$ cat src/rtl/lfsr_mon_pkg.sv
// lfsr_mon_pkg: shared state encoding and period helper for the LFSR period monitor.
package lfsr_mon_pkg;

    typedef enum logic [2:0] {IDLE, ARM, COUNT, DONE, ERR} state_t;

    function automatic int max_period(input int width);
        return (1 << width) - 1;
    endfunction

endpackage

$ cat src/rtl/lfsr_period_monitor.sv
// lfsr_period_monitor: measures the recurrence period of an LFSR sample stream
// and flags lock-up, stuck values and non-recurrence.
module lfsr_period_monitor
    import lfsr_mon_pkg::*;
#(
    parameter int WIDTH   = 4,
    parameter int CNT_W   = 8,
    parameter int TIMEOUT = 2**WIDTH
) (
    input  logic             clk,
    input  logic             rst_n,
    input  logic             start,
    input  logic             in_valid,
    input  logic [WIDTH-1:0] in_data,
    output logic             busy,
    output logic             done,
    output logic [CNT_W-1:0] period,
    output logic             max_len,
    output logic             err_lockup,
    output logic             err_timeout
);

    state_t             state_q, state_d;
    logic [WIDTH-1:0]   ref_q, ref_d, prev_q, prev_d;
    logic [CNT_W-1:0]   cnt_q, cnt_d, period_q, period_d;
    logic               busy_q, busy_d, done_q, done_d, max_len_q, max_len_d;
    logic               err_lockup_q, err_lockup_d, err_timeout_q, err_timeout_d;
    logic [CNT_W-1:0]   cnt_inc;

    assign cnt_inc = cnt_q + CNT_W'(1);

    always_comb begin
        state_d       = state_q;
        ref_d         = ref_q;
        prev_d        = prev_q;
        cnt_d         = cnt_q;
        period_d      = period_q;
        done_d        = done_q;
        max_len_d     = max_len_q;
        err_lockup_d  = err_lockup_q;
        err_timeout_d = err_timeout_q;
        // start wins over any sample in the same cycle, so that sample is never the reference
        if (start) begin
            state_d       = ARM;
            period_d      = '0;
            done_d        = 1'b0;
            max_len_d     = 1'b0;
            err_lockup_d  = 1'b0;
            err_timeout_d = 1'b0;
        end else begin
            case (state_q)
                ARM: begin
                    if (in_valid) begin
                        if (in_data == '0) begin
                            state_d      = ERR;
                            err_lockup_d = 1'b1;
                        end else begin
                            state_d = COUNT;
                            ref_d   = in_data;
                            prev_d  = in_data;
                            cnt_d   = '0;
                        end
                    end
                end
                COUNT: begin
                    if (in_valid) begin
                        if (in_data == '0) begin
                            state_d      = ERR;
                            err_lockup_d = 1'b1;
                        end else if (in_data == ref_q) begin
                            state_d   = DONE;
                            done_d    = 1'b1;
                            period_d  = cnt_inc;
                            max_len_d = (cnt_inc == CNT_W'(max_period(WIDTH)));
                        end else if (in_data == prev_q) begin
                            state_d      = ERR;
                            err_lockup_d = 1'b1;
                        end else if (cnt_inc == CNT_W'(TIMEOUT)) begin
                            state_d       = ERR;
                            err_timeout_d = 1'b1;
                        end else begin
                            cnt_d  = cnt_inc;
                            prev_d = in_data;
                        end
                    end
                end
                default: ;
            endcase
        end
        busy_d = (state_d == ARM) || (state_d == COUNT);
    end

    always_ff @(posedge clk or negedge rst_n) begin
        if (!rst_n) begin
            state_q       <= IDLE;
            ref_q         <= '0;
            prev_q        <= '0;
            cnt_q         <= '0;
            period_q      <= '0;
            busy_q        <= 1'b0;
            done_q        <= 1'b0;
            max_len_q     <= 1'b0;
            err_lockup_q  <= 1'b0;
            err_timeout_q <= 1'b0;
        end else begin
            state_q       <= state_d;
            ref_q         <= ref_d;
            prev_q        <= prev_d;
            cnt_q         <= cnt_d;
            period_q      <= period_d;
            busy_q        <= busy_d;
            done_q        <= done_d;
            max_len_q     <= max_len_d;
            err_lockup_q  <= err_lockup_d;
            err_timeout_q <= err_timeout_d;
        end
    end

    assign busy        = busy_q;
    assign done        = done_q;
    assign period      = period_q;
    assign max_len     = max_len_q;
    assign err_lockup  = err_lockup_q;
    assign err_timeout = err_timeout_q;

endmodule

$ cat config.mk
export PLATFORM = sky130hd
export DESIGN_NAME = lfsr_period_monitor
export DESIGN_NICKNAME = d
export VERILOG_FILES = /design/src/rtl/lfsr_mon_pkg.sv /design/src/rtl/lfsr_period_monitor.sv
export SDC_FILE = /design/constraint.sdc
export NUM_CORES = 1
export LEC_CHECK = 0
export CAP_MARGIN = 15
export CORE_AREA = 2 2 67 69
export CTS_BUF_LIST = sky130_fd_sc_hd__clkbuf_2 sky130_fd_sc_hd__clkbuf_4 sky130_fd_sc_hd__clkbuf_8
export DETAILED_ROUTE_END_ITERATION = 7
export DIE_AREA = 0 0 69 71
export PLACE_DENSITY = 0.67
export SYNTH_ARGS = -nofsm -noshare
export SYNTH_HDL_FRONTEND = slang
export SYNTH_SLANG_ARGS = --single-unit
$ cat constraint.sdc
create_clock -name clk -period 3.5 [get_ports clk]
set_input_delay 0.7 -clock clk [delete_from_list [all_inputs] [get_ports clk]]
set_output_delay 0.7 -clock clk [all_outputs]
set_load 0.01 [all_outputs]
== After elaboration in Yosys (flattened, before gate mapping) ==
Cells that the tools add are included.
Word-level totals
  bits in writable memories: 0
  memories: 0
  ROM bits: 0
  logic and storage cells: 104
  bits in latches: 0
  flip-flop bits (word level): 32
  input bits: 8
Operators by class
  reduce and logical (&&, ||, !) cells: 13
  bitwise logic cells: 2
  mux-type cells: 55
  add/sub/neg operators: 1
  magnitude comparators: 0
  shift-type cells: 0
  multipliers: 0
  divide/modulo/power cells: 0
  equal/unequal tests: 23
Operators with widths (count)
  two-way mux 8 bit: 12
  two-way mux 4 bit: 7
  two-way mux 1 bit: 24
  two-way mux 3 bit: 8
  inequality test 2 bit (second input constant): 10
  one-hot mux 8 bit (2 select lines): 1
  AND reduction 6 bit: 2
  nonzero test 2 bit: 5
  inequality test 3 bit (second input constant): 3
  AND reduction 9 bit: 1
  adder 8 x 1 -> 8 bit (second input constant): 1
  equality test 4 bit: 2
  equality test 8 x 4 -> 1 bit (second input constant): 1
  equality test 8 x 5 -> 1 bit (second input constant): 1
  inequality test 4 bit (second input constant): 2
  one-hot mux 4 bit (2 select lines): 1
  AND reduction 4 bit: 2
  equality test 3 x 1 -> 1 bit (second input constant): 2
  equality test 3 x 2 -> 1 bit (second input constant): 2
  one-hot mux 3 bit (2 select lines): 1
  logical NOT 4 bit: 1
  nonzero test 3 bit: 1
  inverter 1 bit: 2
  one-hot mux 1 bit (2 select lines): 1
  logical OR 1 bit: 1

== Longest topological paths before layout ==
  depth after elaboration: 11
  mapped depth: 8
  mapped depth without buffers: 7

== Least setup slack after synthesis ==
Ideal clock, no wire load.
  kind: input to register
  start point: input port in_data[1]
  end point: register prev_q[0]
  buffers on the path: 1
  data arrival time: 1967 ps
  path slack: 1408 ps
  library setup time: 125 ps
  cell stages on the path: 7
  data required time: 3375 ps
  path through: xor2_1 -> nor4_2 -> a21oi_2 -> a21oi_1 -> nand2b_1 -> buf_6 -> mux2_4
On the way
  cells in the longest elaborated chain, start to end: 3
  elaborated cells between the ends (all ways): 8
  those cells by class: eq/ne (6); reduce/logical (2)
Ends and longest elaborated chain
  start: declaration: RTL line lfsr_period_monitor.sv:14  | input logic [WIDTH-1:0] in_data,
  equality test 4 bit (tied with other cells): RTL line lfsr_period_monitor.sv:75  | end else if (in_data == prev_q) begin
  inequality test 2 bit (no source line)
  AND reduction 9 bit (no source line) (*)
  end signal: assignment: RTL line lfsr_period_monitor.sv:108  | prev_q <= prev_d;
  end: declaration: RTL line lfsr_period_monitor.sv:24  | logic [WIDTH-1:0] ref_q, ref_d, prev_q, prev_d;
Every way passes the cells marked *; elsewhere a longest branch is shown, timed or not.
A chain may end at the register's enable or synchronous reset.

== Worst setup path after layout ==
  start point: input port in_data[0]
  end point: register prev_q[0]
On the way
  cells in the longest elaborated chain, start to end: 6
  elaborated cells between the ends (all ways): 16
  those cells by class: eq/ne (6); mux (8); reduce/logical (2)
Ends and longest elaborated chain
  two-way mux 4 bit: RTL line lfsr_period_monitor.sv:78  | end else if (cnt_inc == CNT_W'(TIMEOUT)) begin
  two-way mux 4 bit: RTL line lfsr_period_monitor.sv:75
  two-way mux 4 bit: RTL line lfsr_period_monitor.sv:70  | end else if (in_data == ref_q) begin
  two-way mux 4 bit: RTL line lfsr_period_monitor.sv:67  | if (in_data == '0) begin
  two-way mux 4 bit: RTL line lfsr_period_monitor.sv:66  | if (in_valid) begin
  one-hot mux 4 bit (2 select lines): RTL line lfsr_period_monitor.sv:51  | case (state_q)
Parallel ways exist; a longest one is shown, timed or not. The select of a mux whose other input is x is not followed.

==> flow_summary_export.csv <==
group,metric,value,unit
synth,synth_nets,173,
sta,tns,0,ns
route,vias_per_cell,5.20,
clock_network,hold_buffers,0,
sta,worst_pin_slew,0.615,ns
sta,final_max_slew_viol_count,0,
pwr,totalPowerFinal,0.924,mW
sta,post-route-period-util,0.778,
route,dr.first_iter.drc_count,51,
place,dp_hpwl,2450,µm
cells_and_area,antenna_cells_inserted,0,
route,drt_pre_antenna_iters,4,
clock_network,clock_tree.buffer_depth,2,
clock_network,h-tree-depth,2,
floorplanning,placement_rows,24,
synth,syn_area,1710,µm²
global_routing,grt_start_max_net_pins,33,
floorplanning,die_area,4900,µm²
route,number_of_antenna_violating_nets_in_the_routed_design,0,
synth,synth.yosys.seq_area_share,0.467,
cells_and_area,finalNetCount,197,
route,wl_per_cell,13.7,µm
worst_hold_path,holdPathStages,2,
global_routing,grt_pass1_wl,5840,µm
synth,post-synth-top-area-fraction,0.467,
synth,number_of_enable_type_register_cells_in_the_synthesized_netlist,0,
place,io_buffer_count,20,
critical_path,regToRegStartpoint,"cnt_q[0]",
place,post_placement_cell_count,232,
sta,setup_viol_count_final,0,
synth,synthFlopType,"dfrtp_1",
sta,holdWs,0.501,ns
sta,clock_skew,0.00807,ns
critical_path,cp_data_arrival_time,2.90,ns
sta,timing.final.crit_period,2.72,ns
pwr,power.density,449,nW/µm²
critical_path,worstSetupStartpointType,"input pin",
worst_hold_path,worst_hold_path.endpoint,"err_timeout",
floorplanning,pin_count,21,
synth,synth.area.top_cells,"dfrtp_1 (47%), nor2_1 (5.5%), xor2_1 (4.1%), mux2_4 (3.5%), xnor2_1 (3.1%)",
synth,unique_masters_post_synth,46,
worst_hold_path,hold_path.startpoint,"err_timeout",
global_routing,grt_remaining_overflow,0,
cells_and_area,final_design_area_no_fill,2060,µm²
worst_hold_path,hold_path.class,"reg -> reg",
place,routabilityCongestion,0.804,
sta,hold_viol,0,
critical_path,timing.critical_path.from,"in_data[0]",
floorplanning,die_height,71,µm
clock_network,clk-insertion-delay-late,0.29,ns
synth,syn_avg_cell_area,10.5,µm²
critical_path,setup.worst_path.class,"in -> reg",
outcome,run_status,"completed",
place,placement.cell_area,1960,µm²
run,cap_viol_max_count,0,
clock_network,tritoncts,"built",
floorplanning,initial_core_util,0.407,
critical_path,largest_driver_fanout_on_the_critical_path,9,
clock_network,cts.sinks,32,
synth,dominant_cell_by_count_in_the_synthesized_netlist,"dfrtp_1",
sta,relSlewSlack,0.589,
global_routing,grt_util_all_layers,0.150,
pwr,leakage,0.850,nW
route,routed_wl,3290,µm
cells_and_area,final_cell_count_no_fill,240,
critical_path,timing.rr.end,"prev_q[0]",
clock_network,number_of_buffers_created_by_cts,5,
sta,rsz0062_at_grt,"false",
floorplanning,floorplan.die.width,69,µm
cells_and_area,post_route_cells_drive_above_1_share,0.154,
cells_and_area,area.growth.synth_to_final,20.2,%
clock_network,post_cts.repair.setup_buffers,0,
synth,synth.ff_latch_count,32,
route,dr_total_vias,1248,
synth,syn-instance-count,163,
critical_path,critical_path_required,3.67,ns
pwr,irDropWorstVdd,0.262,mV
critical_path,regToRegSetupSlack,1.32,ns
critical_path,reg2regPathDepth,7,
clock_network,cts-resized-gates,0,
critical_path,endpoint_kind,"flip-flop",
global_routing,vias_in_the_first_global_route,1236,
sta,fmaxAchievable,367,MHz
floorplanning,core_area,4200,µm²
synth,synth_top_cell_by_area,"dfrtp_1",
synth,post_synth_most_frequent_cells,"dfrtp_1 (32), nor2_1 (25), nand2_1 (8), xor2_1 (8), nand3_1 (7)",
synth,yosys_synthesis_warning_count,0,
clock_network,cts.clk_slew.worst_paths,0.07,ns
route,drcViolationCount,0,
clock_network,clockRootBuffer,"clkbuf_8",
synth,ffs_w_async_s_r_synth,1.00,
global_routing,antenna_found_initial,0,
## cell usage in the layout, fill, tap and decap left out, types with 4 or more instances in the layout
cell type and count:
dfrtp_1 32, nor2_1 25, clkdlybuf4s50_1 20, nand2_1 8
xor2_1 8, nand3_1 7, nand2b_1 6, xnor2_1 6
a21oi_1 6, clkbuf_8 6, a211oi_1 5, mux2_2 4
mux2_4 4
## critical path: stages
cell and delay (ns):
clkdlybuf4s50_1 0.53, xor2_1 0.22, nor4_2 0.45, a21oi_2 0.10
a21oi_1 0.13, nand2b_1 0.42, mux2_4 0.35
## kinds of logic after synthesis
logic type | share of synthesized area
muxes | 0.0672
and+or+nand+nor | 0.216
xor gates and xnor gates | 0.0716
AOI/OAI and AO/OA | 0.137
buffers and inverters | 0.0256
DFF | 0.467
adders and majority gates | 0.0146
## state kept, by name, summed over array words and instances, names as in the netlist
signal and flops:
err_lockup 1, cnt_q 8, err_timeout 1, done 1, state_q 3, period 8
ref_q 4, max_len 1, prev_q 4, busy 1
## per-layer routing
metal  routed length [µm]  global-route usage  part of all wire
met1                 1550               0.187              0.47
met2                 1550               0.236              0.47
met3                  111              0.0427             0.034
met4                   73              0.0828             0.022
met5                    0                   0                 0
## power breakdown
group          leakage, nW  internal (mW)  switching [mW]
logic                0.376         0.0925          0.0854
clock network       0.0523          0.176           0.128
registers            0.422          0.411          0.0319
total                0.850          0.679           0.245
## stage by stage
step	setup WS (ns)	utilization
global placement	0.595	0.466
finish	0.778	0.490
global route	0.672	0.490
detailed placement	0.502	0.466
floorplan	1.41	-
CTS	0.798	0.490
## layout make-up
type,count,area [µm²]
clock buffer,8,97.6
tap,52,65.1
sequential,32,801
multi-input combinational,123,868
inverter,3,11.3
timing repair buffer,22,215
fill,379,2150
## how the worst max path moves through the flow
stage,cells past startpoint,slack [ns],endpoint
after floorplan,7,1.41,prev_q[0]
after CTS,7,0.80,prev_q[0]
after detailed placement,7,0.50,prev_q[0]
after global routing,7,0.67,prev_q[0]
after global placement,7,0.59,prev_q[2]
final,7,0.78,prev_q[0]
Note: power is estimated with default switching activity, not from simulation.
